### src/rtl/atm_auth_controller.sv
// Card-session controller in front of the combinational account/PIN authenticator.
// It runs each session through lookup, PIN attempts and an active session, and keeps a per-account lockout table.
module atm_auth_controller #(
  parameter int NUM_ACCOUNTS   = 10,
  parameter int MAX_TRIES      = 3,
  parameter int TIMEOUT_CYCLES = 1000
) (
  input  logic        clk,
  input  logic        rst_n,
  input  logic        i_card_in,
  input  logic [3:0]  i_acc_num,
  input  logic        i_pin_valid,
  input  logic [15:0] i_pin,
  input  logic        i_activity,
  input  logic        i_logout,
  input  logic        i_admin_unlock,
  input  logic [3:0]  i_unlock_index,
  output logic [3:0]  o_auth_acc_num,
  output logic [15:0] o_auth_pin,
  input  logic [3:0]  i_auth_index,
  input  logic        i_auth_found,
  input  logic        i_auth_ok,
  output logic        o_session_active,
  output logic [3:0]  o_acc_index,
  output logic [1:0]  o_tries_left,
  output logic        o_pin_ok,
  output logic        o_pin_fail,
  output logic        o_card_rejected,
  output logic        o_locked_out,
  output logic        o_timeout,
  output logic        o_eject
);

  localparam int          TW         = (TIMEOUT_CYCLES > 1) ? $clog2(TIMEOUT_CYCLES) : 1;
  localparam logic [TW-1:0] TIMER_MAX  = TW'(TIMEOUT_CYCLES - 1);
  localparam logic [1:0]  TRIES_INIT = 2'(MAX_TRIES);

  typedef enum logic [2:0] {
    ST_IDLE,
    ST_LOOKUP,
    ST_WAIT_PIN,
    ST_CHECK,
    ST_ACTIVE,
    ST_EJECT
  } state_t;

  state_t        r_state;
  logic [3:0]    r_auth_acc_num;
  logic [15:0]   r_auth_pin;
  logic [3:0]    r_acc_index;
  logic [1:0]    r_tries_left;
  logic [TW-1:0] r_timer;
  logic          r_session_active;
  logic          r_eject;
  logic          r_pin_ok;
  logic          r_pin_fail;
  logic          r_card_rejected;
  logic          r_locked_out;
  logic          r_timeout;
  logic          r_lock [NUM_ACCOUNTS];

  logic w_idx_in_range;
  logic w_lookup_ok;
  logic w_timer_done;
  logic w_last_try;
  logic w_lock_set;

  // An index the table does not cover is treated as unusable, never as unlocked.
  assign w_idx_in_range = (32'(i_auth_index) < NUM_ACCOUNTS);
  assign w_lookup_ok    = i_auth_found && w_idx_in_range && !r_lock[i_auth_index];
  assign w_timer_done   = (r_timer == TIMER_MAX);
  assign w_last_try     = (r_tries_left <= 2'd1);
  assign w_lock_set     = (r_state == ST_CHECK) && i_card_in && !i_auth_ok && w_last_try;

  // Each lock bit has its own flop; a set in the same cycle as an unlock wins.
  genvar gi;
  generate
    for (gi = 0; gi < NUM_ACCOUNTS; gi++) begin : g_lock
      always_ff @(posedge clk or negedge rst_n) begin
        if (!rst_n) begin
          r_lock[gi] <= 1'b0;
        end else if (w_lock_set && (r_acc_index == 4'(gi))) begin
          r_lock[gi] <= 1'b1;
        end else if (i_admin_unlock && (i_unlock_index == 4'(gi))) begin
          r_lock[gi] <= 1'b0;
        end
      end
    end
  endgenerate

  always_ff @(posedge clk or negedge rst_n) begin
    if (!rst_n) begin
      r_state          <= ST_IDLE;
      r_auth_acc_num   <= '0;
      r_auth_pin       <= '0;
      r_acc_index      <= '0;
      r_tries_left     <= '0;
      r_timer          <= '0;
      r_session_active <= 1'b0;
      r_eject          <= 1'b0;
      r_pin_ok         <= 1'b0;
      r_pin_fail       <= 1'b0;
      r_card_rejected  <= 1'b0;
      r_locked_out     <= 1'b0;
      r_timeout        <= 1'b0;
    end else begin
      r_pin_ok        <= 1'b0;
      r_pin_fail      <= 1'b0;
      r_card_rejected <= 1'b0;
      r_locked_out    <= 1'b0;
      r_timeout       <= 1'b0;

      case (r_state)
        ST_IDLE: begin
          r_timer <= '0;
          if (i_card_in) begin
            r_auth_acc_num <= i_acc_num;
            r_state        <= ST_LOOKUP;
          end
        end

        ST_LOOKUP: begin
          if (!i_card_in) begin
            r_state <= ST_IDLE;
          end else if (w_lookup_ok) begin
            r_acc_index  <= i_auth_index;
            r_tries_left <= TRIES_INIT;
            r_timer      <= '0;
            r_state      <= ST_WAIT_PIN;
          end else begin
            r_card_rejected <= 1'b1;
            r_eject         <= 1'b1;
            r_state         <= ST_EJECT;
          end
        end

        ST_WAIT_PIN: begin
          if (!i_card_in) begin
            r_state <= ST_IDLE;
          end else if (i_pin_valid) begin
            r_auth_pin <= i_pin;
            r_timer    <= '0;
            r_state    <= ST_CHECK;
          end else if (w_timer_done) begin
            r_timeout <= 1'b1;
            r_eject   <= 1'b1;
            r_state   <= ST_EJECT;
          end else begin
            r_timer <= r_timer + 1'b1;
          end
        end

        ST_CHECK: begin
          if (!i_card_in) begin
            r_state <= ST_IDLE;
          end else if (i_auth_ok) begin
            r_pin_ok         <= 1'b1;
            r_timer          <= '0;
            r_session_active <= 1'b1;
            r_state          <= ST_ACTIVE;
          end else begin
            if (r_tries_left != 2'd0) begin
              r_tries_left <= r_tries_left - 2'd1;
            end
            if (w_last_try) begin
              r_locked_out <= 1'b1;
              r_eject      <= 1'b1;
              r_state      <= ST_EJECT;
            end else begin
              r_pin_fail <= 1'b1;
              r_timer    <= '0;
              r_state    <= ST_WAIT_PIN;
            end
          end
        end

        ST_ACTIVE: begin
          // Removal beats logout, and logout beats a simultaneous expiry.
          if (!i_card_in) begin
            r_session_active <= 1'b0;
            r_state          <= ST_IDLE;
          end else if (i_logout) begin
            r_session_active <= 1'b0;
            r_eject          <= 1'b1;
            r_state          <= ST_EJECT;
          end else if (i_activity) begin
            r_timer <= '0;
          end else if (w_timer_done) begin
            r_timeout        <= 1'b1;
            r_session_active <= 1'b0;
            r_eject          <= 1'b1;
            r_state          <= ST_EJECT;
          end else begin
            r_timer <= r_timer + 1'b1;
          end
        end

        ST_EJECT: begin
          r_timer <= '0;
          if (!i_card_in) begin
            r_eject <= 1'b0;
            r_state <= ST_IDLE;
          end
        end

        default: begin
          r_session_active <= 1'b0;
          r_eject          <= 1'b0;
          r_state          <= ST_IDLE;
        end
      endcase
    end
  end

  assign o_auth_acc_num   = r_auth_acc_num;
  assign o_auth_pin       = r_auth_pin;
  assign o_session_active = r_session_active;
  assign o_acc_index      = r_acc_index;
  assign o_tries_left     = r_tries_left;
  assign o_pin_ok         = r_pin_ok;
  assign o_pin_fail       = r_pin_fail;
  assign o_card_rejected  = r_card_rejected;
  assign o_locked_out     = r_locked_out;
  assign o_timeout        = r_timeout;
  assign o_eject          = r_eject;

endmodule

### config.mk
export PLATFORM = sky130hd
export DESIGN_NAME = atm_auth_controller
export DESIGN_NICKNAME = d
export VERILOG_FILES = /design/src/rtl/atm_auth_controller.sv
export SDC_FILE = /design/constraint.sdc
export NUM_CORES = 1
export LEC_CHECK = 0
export ABC_AREA = 1
export CORE_ASPECT_RATIO = 0.9
export CORE_UTILIZATION = 55
export DETAILED_ROUTE_END_ITERATION = 8
export PLACE_DENSITY = 0.95
export SYNTH_ARGS = -nofsm -noshare
export SYNTH_HDL_FRONTEND = slang
export SYNTH_SLANG_ARGS = --single-unit
### constraint.sdc
create_clock -name clk -period 2.6 [get_ports clk]
set_input_delay 0.52 -clock clk [delete_from_list [all_inputs] [get_ports clk]]
set_output_delay 0.52 -clock clk [all_outputs]
set_load 0.03 [all_outputs]
Word level (Yosys, flattened, before mapping) --
Cells that the tools add are included.
Storage, ports and cells: word-level logic and storage cells 222, bits in registers 56, bits of input ports 37
Cells by class: $add $sub $neg 2, bitwise logic cells 3, reduce and logical (&&, ||, !) cells 53, magnitude comparators 3, multiplexer cells 96, equality and inequality tests 42
Operator list (count):
- $mux W10 | 11
- $mux W1 | 60
- $pmux W10 S5 | 1
- $mux W3 | 13
- $eq A4 B3 Y1 const B | 8
- $ne A2 B2 Y1 const B | 13
- $logic_and A1 B1 Y1 | 25
- $reduce_bool A2 Y1 | 12
- $pmux W3 S6 | 1
- $eq A4 B2 Y1 const B | 4
- $eq A4 B4 Y1 const B | 4
- $reduce_and A11 Y1 | 1
- $add A10 B1 Y10 const B | 1
- $eq A10 B10 Y1 const B | 1
- $mux W2 | 5
- $reduce_and A3 Y1 | 3
- $eq A4 B1 Y1 const B | 2
- $logic_not A4 Y1 | 2
- $ne A4 B4 Y1 const B | 2
- $reduce_and A8 Y1 | 1
- $eq A3 B2 Y1 const B | 2
- $eq A3 B3 Y1 const B | 2
- $ne A3 B3 Y1 const B | 2
- $pmux W1 S6 | 1
- 20 further kinds | 22

Depth between registers and ports, before layout --
Gate-level depths: netlist (run 1).
depth after elaboration 9, mapped depth 12, depth with buffers taken out 11

Least setup slack after synthesis (run 1) --
Ideal clock, no wire load.
path kind reg2reg, start register r_tries_left[1], in the netlist o_tries_left[1], end register r_eject, in the netlist o_eject, data required time 2.482 ns, path slack 0.908 ns, library setup time 0.118 ns, path buffers 0, arrival time 1.574 ns, stages on the path, launching flop included 12, cell sequence dfrtp_1 -> inv_1 -> ha_1 -> inv_1 -> nand2_1 -> nand2_1 -> a21oi_1 -> o211ai_1 -> nor3_1 -> nand2_1 -> nand2_1 -> nand2_1
Between the ends: longest elaborated chain between the ends 3
RTL lines:
- start: declaration | line 51 | logic [1:0] r_tries_left;
- start signal: assignment | line 163 | r_tries_left <= r_tries_left - 2'd1;
- $le A2 B1 Y1 | line 72 | assign w_last_try = (r_tries_left <= 2'd1);
- $ne A2 B2 Y1 (no source line)
- $reduce_and A11 Y1 (no source line)
- end signal: assignment | line 100 | r_eject <= 1'b0;
- end signal: assignment | line 132 | r_eject <= 1'b1;
- end signal: assignment | line 146 | r_eject <= 1'b1;
- end: declaration | line 54 | logic r_eject;
Every way passes these cells. A chain may end at the register's enable or synchronous reset.

Final worst setup path (run 1) --
start register r_acc_index[3], in the netlist o_acc_index[3], end output port o_acc_index[3]
RTL lines:
- start: declaration | line 50 | logic [3:0] r_acc_index;
- start signal: assignment | line 126 | r_acc_index <= i_auth_index;
- end: declaration | line 24 | output logic [3:0] o_acc_index,
No word-level cell between the ends.

==> impl_results.md, run 1 <==
* Status: complete, no violations
* Crit start category: flop
* Critical Path Slowest Stage Cell: clkdlybuf4s50_1
* Initial core utilization at between 50% and 60%
* Clock Latency Late Sink at ~0.31 ns
* Detailed Routing Iterations Pass 1 at 5
* Crit path time final at ~2 ns
* Die H at between 70 and 80 µm
* Setup TNS Final at 0 ns
* Post-synth EDFFs at 0
* Vias in the first global route at between 2,000 and 3,000
* Final Cycle Share at ~78%
* # DRC at 0
* Htree depth at 2
* Largest net degree at the start of global routing at 34
* Final setup viols at 0
* Clock skew at between 0.004 and 0.005 ns
* WL/cell at approximately 15 µm
* Fmax achieved at 495 MHz
* Clk buf depth at 2
* Gr usage total at ~28%
* TritonCTS Buffers at 5
* Xor/xnor share of the synthesized area at 0.540%
* Hold_buf cts at 0
* Leak at 2.01 nW
* CTS resizes at 0
* Die area at approximately 0.0062 mm²
* Least-Margin Pin Slew at between 0.7 and 0.8 ns
* Mux cell area share after synthesis at 6.95%
* Ant diodes at 0
* Worst IR Drop VDD at between 0.6 and 0.7 mV
* Syn avg cell area at approximately 8.2 µm²
* RSZ-0062 raised after global routing: false
* Total grt overflow at 0
* MaxCap Viol Count at 0
* Crit-path leading delay family: buffers and inverters
* Most frequent cells in the layout: 108 x nand2_1, 68 x clkdlybuf4s50_1, 56 x dfrtp_1
* Slew Limit Fails at 0
* Synth Register Bits at between 50 and 60
* Synth Area in Compound Gates at between 8 and 9%
* CP Buf/Inv Count at 1
* Seq/Total Area, Yosys at 43.2%
* Die X-Extent at between 80 and 90 µm
* Fraction of layout cells with a size suffix above 1 at 13.0%
* Max-slew headroom at 50.4%
* Post-route ant nets at 0
* CTS tree: done
* Vias per cell at roughly 5.6
* Area contributors post-synth: dfrtp_1 43%, nand2_1 13%, mux2_2 5.6%, nand3_1 5.4%, inv_1 5.1%
* First-pass GRT wire length at roughly 13,000 µm
* Post-synth top area cell: dfrtp_1
* Final GP Congestion at 0.951
* Synth Flop Type: dfrtp_1
* IO Port Bufs at around 70
* Fin nets at approximately 500
* # rows at 26
* Mapped Area at around 0.0032 mm²
* Fraction of the mapped netlist area in adder cells at 1.16%
* Core area at 0.00569 mm²
* Total power at 3.61 mW
* Hold WC Path Type: in2async
* Crit-path max FO at 6
* Fill cells at 417
* Simple-gate share of the synthesized area at between 30% and 40%
* Initial antenna violation count at 0
* Netlist cell types at 38
* Worst path cell trace: clkdlybuf4s50_1
* Largest family of logic cells by synthesized area: simple AND/OR/NAND/NOR gates
* R2r setup slk at between 0.5 and 0.6 ns
* Synth Instances at slightly below 400
* Asr flop ratio synth at 100%
* Yosys warns at 0
* Root Buffer: clkbuf_8
* Routed via count at just over 3,000
* Crit. End Element: primary output
* Critical Path AT at roughly 1.5 ns
* Area grow syn2layout at 26.6%
* RR Startpoint: r_timer[0]
* Num ports at 70
* Clock slew at reported path FFs at 0.10 ns
* Dpl cell area at 0.00399 mm²
* CP Class: reg2out
* CP peak stage delay at slightly above 0.7 ns
* DR iter-0 viols at around 360
* Synth top area share at between 40% and 50%
* Clk sink count at 56
* Final-report hold violation count at 0
* Cells on worst reg2reg path at 5
* CP Data Required Time at approximately 2.1 ns
* Syn nets at 436
* Pwr/cell area at ~880 mW/mm²
* RR Endpoint: o_timeout
* Fin area at just over 0.004 mm²
* Commonest non-fill, non-tap cell in the layout: nand2_1
* DP Wirelength at about 6300 µm
* WL final at slightly above 8000 µm
* Setup bufs post-CTS at 0
==> state kept, by name, indices dropped and copies added (netlist names), 2 cells and up <==
signal and cells:
o_auth_acc_num 4, o_auth_pin 16, o_acc_index 4, r_lock 10
r_timer 10, r_state 3, o_tries_left 2
==> metrics by stage <==
stage,hold WS (ns),worst slack (ns),util (%),instances
finish,0.255,0.578,72.1,539
global route,0.308,0.506,72.1,539
CTS,0.277,0.582,72.1,539
detailed placement,0.482,0.317,70.1,531
global placement,0.472,0.404,70.1,531
floorplan,0.224,0.908,-,396
==> cell families (layout without fill, tap and decap cells) <==
logic type                 after synthesis  in the layout
AOI/OAI and AO/OA                       44             44
xor gates and xnor gates                 2              2
adders and majority gates                3              3
buffers and inverters                   59            132
DFF                                     56             56
muxes                                   20             20
and+or+nand+nor                        212            212
==> where the power goes <==
group / switching [mW] / internal (mW) / leakage, nW / total (mW)
sequential: 0.202 / 1.08 / 0.748 / 1.28
clock: 0.299 / 0.292 / 0.0600 / 0.592
combinational: 1.07 / 0.667 / 1.21 / 1.74
total: 1.57 / 2.04 / 2.01 / 3.61
==> final cells by class <==
class / instances / area [µm²] / share of cell area [%]
Multi-Input combinational cell: 281 / 1590 / 38.8
Tap cell: 70 / 87.6 / 2.13
Inverter: 52 / 200 / 4.88
Clock buffer: 5 / 68.8 / 1.68
Clock inverter: 3 / 46.3 / 1.13
Timing Repair Buffer: 72 / 708 / 17.3
Sequential cell: 56 / 1400 / 34.1
==> synthesized netlist by cell type, types with 2 or more instances <==
library cell  instances
ha_1                  3
nand2_2               2
o21ai_0              22
nand3_1              35
mux2_1                4
o21ai_2               5
o211ai_1              2
inv_2                 5
nand3_4               5
nand4_1              11
nor3_1                8
buf_2                 3
inv_4                 2
nand2_1             108
mux2_2               16
buf_6                 2
nor2_2                3
nor2_1               31
a2111oi_0             2
inv_1                44
nand2_4               4
dfrtp_1              56
nor3_2                2
a21oi_1               7
==> routing by layer <==
metal | GRT usage, % | up-vias | share of wire, %
met5 | 0 | - | 0
met4 | 10.5 | 0 | 2.6
met3 | 6.14 | 25 | 8.5
met2 | 44.9 | 159 | 45
met1 | 37.0 | 1412 | 44
li1 | - | 1443 | -
==> worst max-delay path by stage <==
stage	start	end	slack, ns	cells past startpoint
after floorplan	o_tries_left[1]	o_eject	0.91	11
after global placement	i_card_in	o_tries_left[0]	0.40	6
after detailed placement	i_auth_index[0]	r_timer[4]	0.32	12
after CTS	o_acc_index[3]	o_acc_index[3]	0.58	1
after global routing	r_state[1]	o_session_active	0.51	9
final	o_acc_index[3]	o_acc_index[3]	0.58	1
Note: power is estimated with default switching activity, not from simulation.
==> inputs of run 2 (changes only) <==
--- a/config.mk
+++ b/config.mk
@@ -7,9 +7,9 @@
 export LEC_CHECK = 0
 export ABC_AREA = 1
 export CORE_ASPECT_RATIO = 0.9
-export CORE_UTILIZATION = 55
+export CORE_UTILIZATION = 51
 export DETAILED_ROUTE_END_ITERATION = 8
-export PLACE_DENSITY = 0.95
+export PLACE_DENSITY = 0.92
 export SYNTH_ARGS = -nofsm -noshare
 export SYNTH_HDL_FRONTEND = slang
 export SYNTH_SLANG_ARGS = --single-unit
==> constraint.sdc (replaced) <==
create_clock -name clk -period 2.05 [get_ports clk]
set_input_delay 0.41 -clock clk [delete_from_list [all_inputs] [get_ports clk]]
set_output_delay 0.41 -clock clk [all_outputs]
set_load 0.03 [all_outputs]
==> run 2 against run 1 <==
Net effect: sequential power is 27% higher; sequential cell count stayed put; critical path type unchanged; critical endpoint unchanged; critical path depth stayed put; setup slack worse by 0.44 ns; count of clock-buffer cells in the layout stayed put; sequential share of layout area is 0.43 points lower; global-route usage is 1.3 points lower; clock skew is 0.0054 ns higher; worst hold slack worse by 0.19 ns; clock power is 8.4% higher; total power is 24% higher.
==> impl_results.md, run 2 (synthesis results as in run 1) <==
* Status: complete, no violations
* Slew Limit Fails at 0 (unchanged)
* Crit path time final at around 1.9 ns
* Largest net degree at the start of global routing at 57 (+68%)
* Clock skew at 0.0101 ns (+0.00538 ns)
* Area grow syn2layout at 28.2%
* # DRC at 0 (unchanged)
* Die X-Extent at 86.0 µm (+3.8%)
* Gr usage total at 26.3% (-1.3 points)
* Register area at 0.00140 mm² (unchanged)
* Clk buf depth at 2 (unchanged)
* Setup bufs post-CTS at 0 (unchanged)
* WL final at 8150 µm (-0.83%)
* CP Buf/Inv Count at 1 (unchanged)
* CP Class: reg2out
* Least-Margin Pin Slew at 0.470 ns (-0.274 ns)
* CP Data Required Time at 1.64 ns (-0.44 ns)
* Crit start category: flop
* Fin nets at 513 (+0.98%)
* Hold WC Path Type: in2async
* WHS at 0.0632 ns (-0.192 ns)
* IO Port Bufs at 69 (unchanged)
* Vias in the first global route at 2,874 (+1.7%)
* Initial core utilization at 53.0% (-3.9 points)
* First-pass GRT wire length at 13,700 µm (+2.6%)
* Worst path cell trace: clkdlybuf4s50_1
* Htree depth at 2 (unchanged)
* Fmax achieved at 524 MHz
* Post-route ant nets at 0 (unchanged)
* WL/cell at 14.5 µm (-4.7%)
* Clk sink count at 56 (unchanged)
* Worst Slack Setup Final at 0.140 ns (-0.438 ns)
* Leak at 2.03 nW (+0.76%)
* Fin area at 0.00416 mm² (+1.3%)
* Clock slew at reported path FFs at 0.10 ns (about the same)
* Die H at 77.6 µm (+3.7%)
* Pwr/cell area at 1080 mW/mm² (+22%)
* RR Endpoint: o_timeout
* Ant diodes at 0 (unchanged)
* Final-report hold violation count at 0 (unchanged)
* Final Cycle Share at 93.2%
* Final setup viols at 0 (unchanged)
* Most frequent cells in the layout: 108 x nand2_1, 68 x clkdlybuf4s50_1, 56 x dfrtp_1
* Critical Path Slowest Stage Cell: clkdlybuf4s50_1
* Crit-path max FO at 6 (unchanged)
* TritonCTS Buffers at 5 (unchanged)
* # rows at 27 (+3.8%)
* Detailed Routing Iterations Pass 1 at 7 (+2)
* Max-slew headroom at 67.9% (+17 points)
* CTS resizes at 0 (unchanged)
* Num ports at 70 (unchanged)
* Worst IR Drop VDD at 0.756 mV (+9.4%)
* Vias per cell at 5.39 (-4.4%)
* Crit. End Element: primary output
* CTS tree: done
* Critical Path AT at 1.50 ns (about the same)
* Layout Utilization at 68.0% (-4.1 points)
* Root Buffer: clkbuf_8
* Setup TNS Final at 0 ns (unchanged)
* Multi-input gate area at 0.00159 mm² (unchanged)
* Total power at 4.47 mW (+24%)
* Routed via count at 3,024 (-0.49%)
* Total grt overflow at 0 (unchanged)
* Core area at 0.00611 mm² (+7.4%)
* Initial antenna violation count at 0 (unchanged)
* R2r setup slk at 0.27 ns (-0.31 ns)
* DP Wirelength at 6330 µm (about the same)
* Die area at 0.00668 mm² (+7.6%)
* Final GP Congestion at 0.962 (+1.2%)
* Dpl cell area at 0.00406 mm² (+1.8%)
* DR iter-0 viols at 414 (+16%)
* Commonest non-fill, non-tap cell in the layout: nand2_1
* Hold_buf cts at 0 (unchanged)
* # placed instances at 553 (+4.1%)
* RSZ-0062 raised after global routing: false
* Fraction of layout cells with a size suffix above 1 at 13.9% (+0.92 points)
* Cells on worst reg2reg path at 5 (unchanged)
* CP peak stage delay at 0.71 ns (about the same)
* Post-Layout Cell Count at 561 (+4.1%)
* RR Startpoint: r_state[1]
* Fill cells at 465 (+12%)
* Clock Latency Late Sink at 0.33 ns (+0.02 ns)
* Place WS at -0.0617 ns (-0.379 ns)
* Max reg flops at 16 (unchanged)
* MaxCap Viol Count at 0 (unchanged)
* Crit-path leading delay family: buffers and inverters
[run 2: cell types whose count changed in the layout (fill, tap and decap cells not counted), sizes merged]
cell / before / now
clkinvlp: 0 / 1
buf: 4 / 9
bufinv: 1 / 0
[run 2: where the power goes]
group          internal, mW  switching (mW)
clock network         0.252           0.391
registers              1.37           0.258
logic                 0.858            1.35
[run 2: cell type report]
cell class,instances,share of cell area [%]
timing repair buffer,77,18.2
sequential,56,33.7
clock inverter,3,0.662
inverter,52,4.82
clock buffer,5,1.66
tap,87,2.62
multi-input combinational,281,38.3
[run 2: per-layer routing]
layer / routed length (µm) / share of wire, % / vias to the layer above / GRT usage (%)
met5: 0 / 0 / - / 0
met4: 146 / 1.8 / 0 / 7.17
met3: 722 / 8.9 / 20 / 7.34
met2: 3740 / 46 / 149 / 41.7
met1: 3540 / 43 / 1404 / 35.4
li1: - / - / 1451 / -
[run 2: worst max-delay path by stage]
stage               startpoint              end  slack [ns]  cells after the start
2_1_floorplan  o_tries_left[1]          o_eject        0.36                     11
3_3_place_gp         i_card_in  o_tries_left[0]       -0.03                      6
3_5_place_dp   i_auth_index[0]       r_timer[4]       -0.06                     12
4_1_cts         o_acc_index[3]   o_acc_index[3]        0.13                      1
5_1_grt             r_timer[0]       r_timer[6]        0.05                      9
6_report        o_acc_index[3]   o_acc_index[3]        0.14                      1
==> inputs of run 3 (changes only) <==
--- a/config.mk
+++ b/config.mk
@@ -7,9 +7,9 @@
 export LEC_CHECK = 0
 export ABC_AREA = 1
 export CORE_ASPECT_RATIO = 0.9
-export CORE_UTILIZATION = 51
+export CORE_UTILIZATION = 55
 export DETAILED_ROUTE_END_ITERATION = 8
-export PLACE_DENSITY = 0.92
+export PLACE_DENSITY = 0.95
 export SYNTH_ARGS = -nofsm -noshare
 export SYNTH_HDL_FRONTEND = slang
 export SYNTH_SLANG_ARGS = --single-unit
==> constraint.sdc (replaced) <==
create_clock -name clk -period 2.45 [get_ports clk]
set_input_delay 0.49 -clock clk [delete_from_list [all_inputs] [get_ports clk]]
set_output_delay 0.49 -clock clk [all_outputs]
set_load 0.03 [all_outputs]
==> run 3 against run 2 <==
Net effect: die area shrank 7.1%; critical path depth grew 7; clock skew shrank 0.0030 ns; combinational power shrank 16%; non-clock buffer count shrank 5; sequential share of layout area grew 0.64 points; via count shrank 0.56%; critical path type is now reg2reg; largest cell class unchanged.
==> impl_results.md, run 3 (synthesis results as in run 1) <==
* Fin nets at 508 (-0.97%)
* Crit. End Element: flop
* Vias per cell at 5.58 (+3.5%)
* Flop pwr share at 36.6% (+0.3 points)
* # DRC at 0 (unchanged)
* Gate power share at 49.5% (+0.2 points)
* Post-Layout Cell Count at 539 (-3.9%)
* Largest net degree at the start of global routing at 57 (unchanged)
* Hold_buf cts at 0 (unchanged)
* RSZ-0062 raised after global routing: false
* Initial core utilization at 56.9% (+3.9 points)
* Final setup viols at 0 (unchanged)
* Die area at 0.00621 mm² (-7.1%)
* Worst IR Drop VDD at 0.734 mV (-2.9%)
* Crit path time final at approximately 2 ns
* Gr usage total at 27.1% (+0.82 points)
* Switch share at 44.7% (+0.10 points)
* Crit start category: flop
* MaxCap Viol Count at 0 (unchanged)
* Net Sw Power at 1.66 mW (-17%)
* IO Port Bufs at 69 (unchanged)
* Most frequent cells in the layout: 108 x nand2_1, 68 x clkdlybuf4s50_1, 56 x dfrtp_1
* Clk sink count at 56 (unchanged)
* Worst Slack Setup Final at 0.461 ns (+0.320 ns)
* R2r setup slk at 0.46 ns (+0.19 ns)
* Num ports at 70 (unchanged)
* Die H at 74.8 µm (-3.6%)
* Fraction of layout cells with a size suffix above 1 at 13.0% (-0.92 points)
* Ant diodes at 0 (unchanged)
* Leak at 2.00 nW (-1.5%)
* CTS resizes at 0 (unchanged)
* RR Startpoint: r_state[1]
* Setup bufs post-CTS at 0 (unchanged)
* Clk buf depth at 2 (unchanged)
* Detailed Routing Iterations Pass 1 at 6 (-1)
* Pwr/cell area at 911 mW/mm² (-15%)
* RR Endpoint: r_state[0]
* Vias in the first global route at 2,749 (-4.3%)
* Least-Margin Pin Slew at 0.697 ns (+0.227 ns)
* Total grt overflow at 0 (unchanged)
* Slew Limit Fails at 0 (unchanged)
* DP Wirelength at 6120 µm (-3.3%)
* First-pass GRT wire length at 13,100 µm (-4.5%)
* CP Data Required Time at 2.66 ns (+1.02 ns)
* # placed instances at 531 (-4.0%)
* # rows at 26 (-3.7%)
* Hold WC Path Type: in2async
* Max-slew headroom at 53.5% (-14 points)
* Initial antenna violation count at 0 (unchanged)
* Register area at 0.00140 mm² (unchanged)
* Commonest non-fill, non-tap cell in the layout: nand2_1
* Clock power share at 13.9% (-0.5 points)
* Cells on worst reg2reg path at 8 (+3)
* TritonCTS Buffers at 5 (unchanged)
* Final Cycle Share at just over 80%
* Multi-input gate area at 0.00159 mm² (unchanged)
* Die X-Extent at 82.9 µm (-3.6%)
* Max reg flops at 16 (unchanged)
* Clock slew at reported path FFs at 0.10 ns (about the same)
* WL final at 8060 µm (-1.1%)
* Layout Utilization at 71.6% (+3.7 points)
* Final GP Congestion at 0.940 (-2.2%)
* Final-report hold violation count at 0 (unchanged)
* Post-route ant nets at 0 (unchanged)
* Status: complete, no violations
* Area grow syn2layout at 25.8%
* CP Class: reg2reg
* Setup TNS Final at 0 ns (unchanged)
* Crit-path max FO at 8 (+2)
* Routed via count at 3,007 (-0.56%)
* Power Internal at 2.05 mW (-17%)
* Core area at 0.00569 mm² (-6.9%)
* Fill cells at 432 (-7.1%)
* Critical Path AT at 2.20 ns (+0.70 ns)
* Place WS at 0.234 ns (+0.295 ns)
* Clock skew at 0.00707 ns (-0.00302 ns)
* DR iter-0 viols at 328 (-21%)
* CTS tree: done
* WL/cell at 14.9 µm (+3.0%)
* Clock Latency Late Sink at 0.32 ns (about the same)
* Root Buffer: clkbuf_8
* Htree depth at 2 (unchanged)
* Fmax achieved at 503 MHz
## run 3: cell types whose count changed in the layout (fill, tap and decap cells not counted), sizes merged
| cell | previous run | this run |
|---|---|---|
| buf | 9 | 4 |
## run 3: routing by layer
metal / vias to the layer above / track usage, % / share of wire (%)
met5: - / 0 / 0
met4: 0 / 10.5 / 2.1
met3: 18 / 9.10 / 12
met2: 168 / 40.7 / 43
met1: 1382 / 36.9 / 43
li1: 1439 / - / -
## run 3: through the flow
stage / instance area (µm²) / total power [mW] / hold WS (ns)
after floorplan: 3240 / 2.54 / 0.194
after global placement: 3990 / 3.12 / 0.473
after detailed placement: 3990 / 3.19 / 0.487
after CTS: 4080 / 3.72 / 0.301
after global routing: 4080 / 3.94 / 0.353
final: 4080 / 3.71 / 0.277
## run 3: power by group through the flow
stage,clock network [mW],registers [mW],logic [mW]
global route,0.576,1.39,1.98
detailed placement,0,1.37,1.82
global placement,0,1.35,1.77
finish,0.517,1.36,1.84
CTS,0.533,1.36,1.83
floorplan,0,1.70,0.840
## run 3: cell type report
type | count | area share [%]
well taps | 70 | 2.15
clock inverters | 3 | 0.521
inverters | 52 | 4.91
multi-input cells | 281 | 39.0
flip-flops and latches | 56 | 34.4
repair buffers | 72 | 17.4
clock buffers | 5 | 1.69
## run 3: worst max-delay path, stage by stage, from the launching register on
cell and delay (ns):
dfrtp_1 0.55, nor2_2 0.22, nand2_4 0.10, nor2_1 0.19
inv_1 0.08, nor3_1 0.41, a211oi_1 0.15, nand2_1 0.11
nand2_1 0.07
## run 3: worst max path at each step
stage,start,to,slack [ns]
floorplan,o_tries_left[1],o_eject,0.76
global placement,i_card_in,o_tries_left[0],0.28
detailed placement,i_auth_index[0],r_timer[4],0.23
CTS,o_acc_index[0],o_acc_index[0],0.46
global route,r_timer[0],o_timeout,0.40
finish,r_state[1],r_state[0],0.46
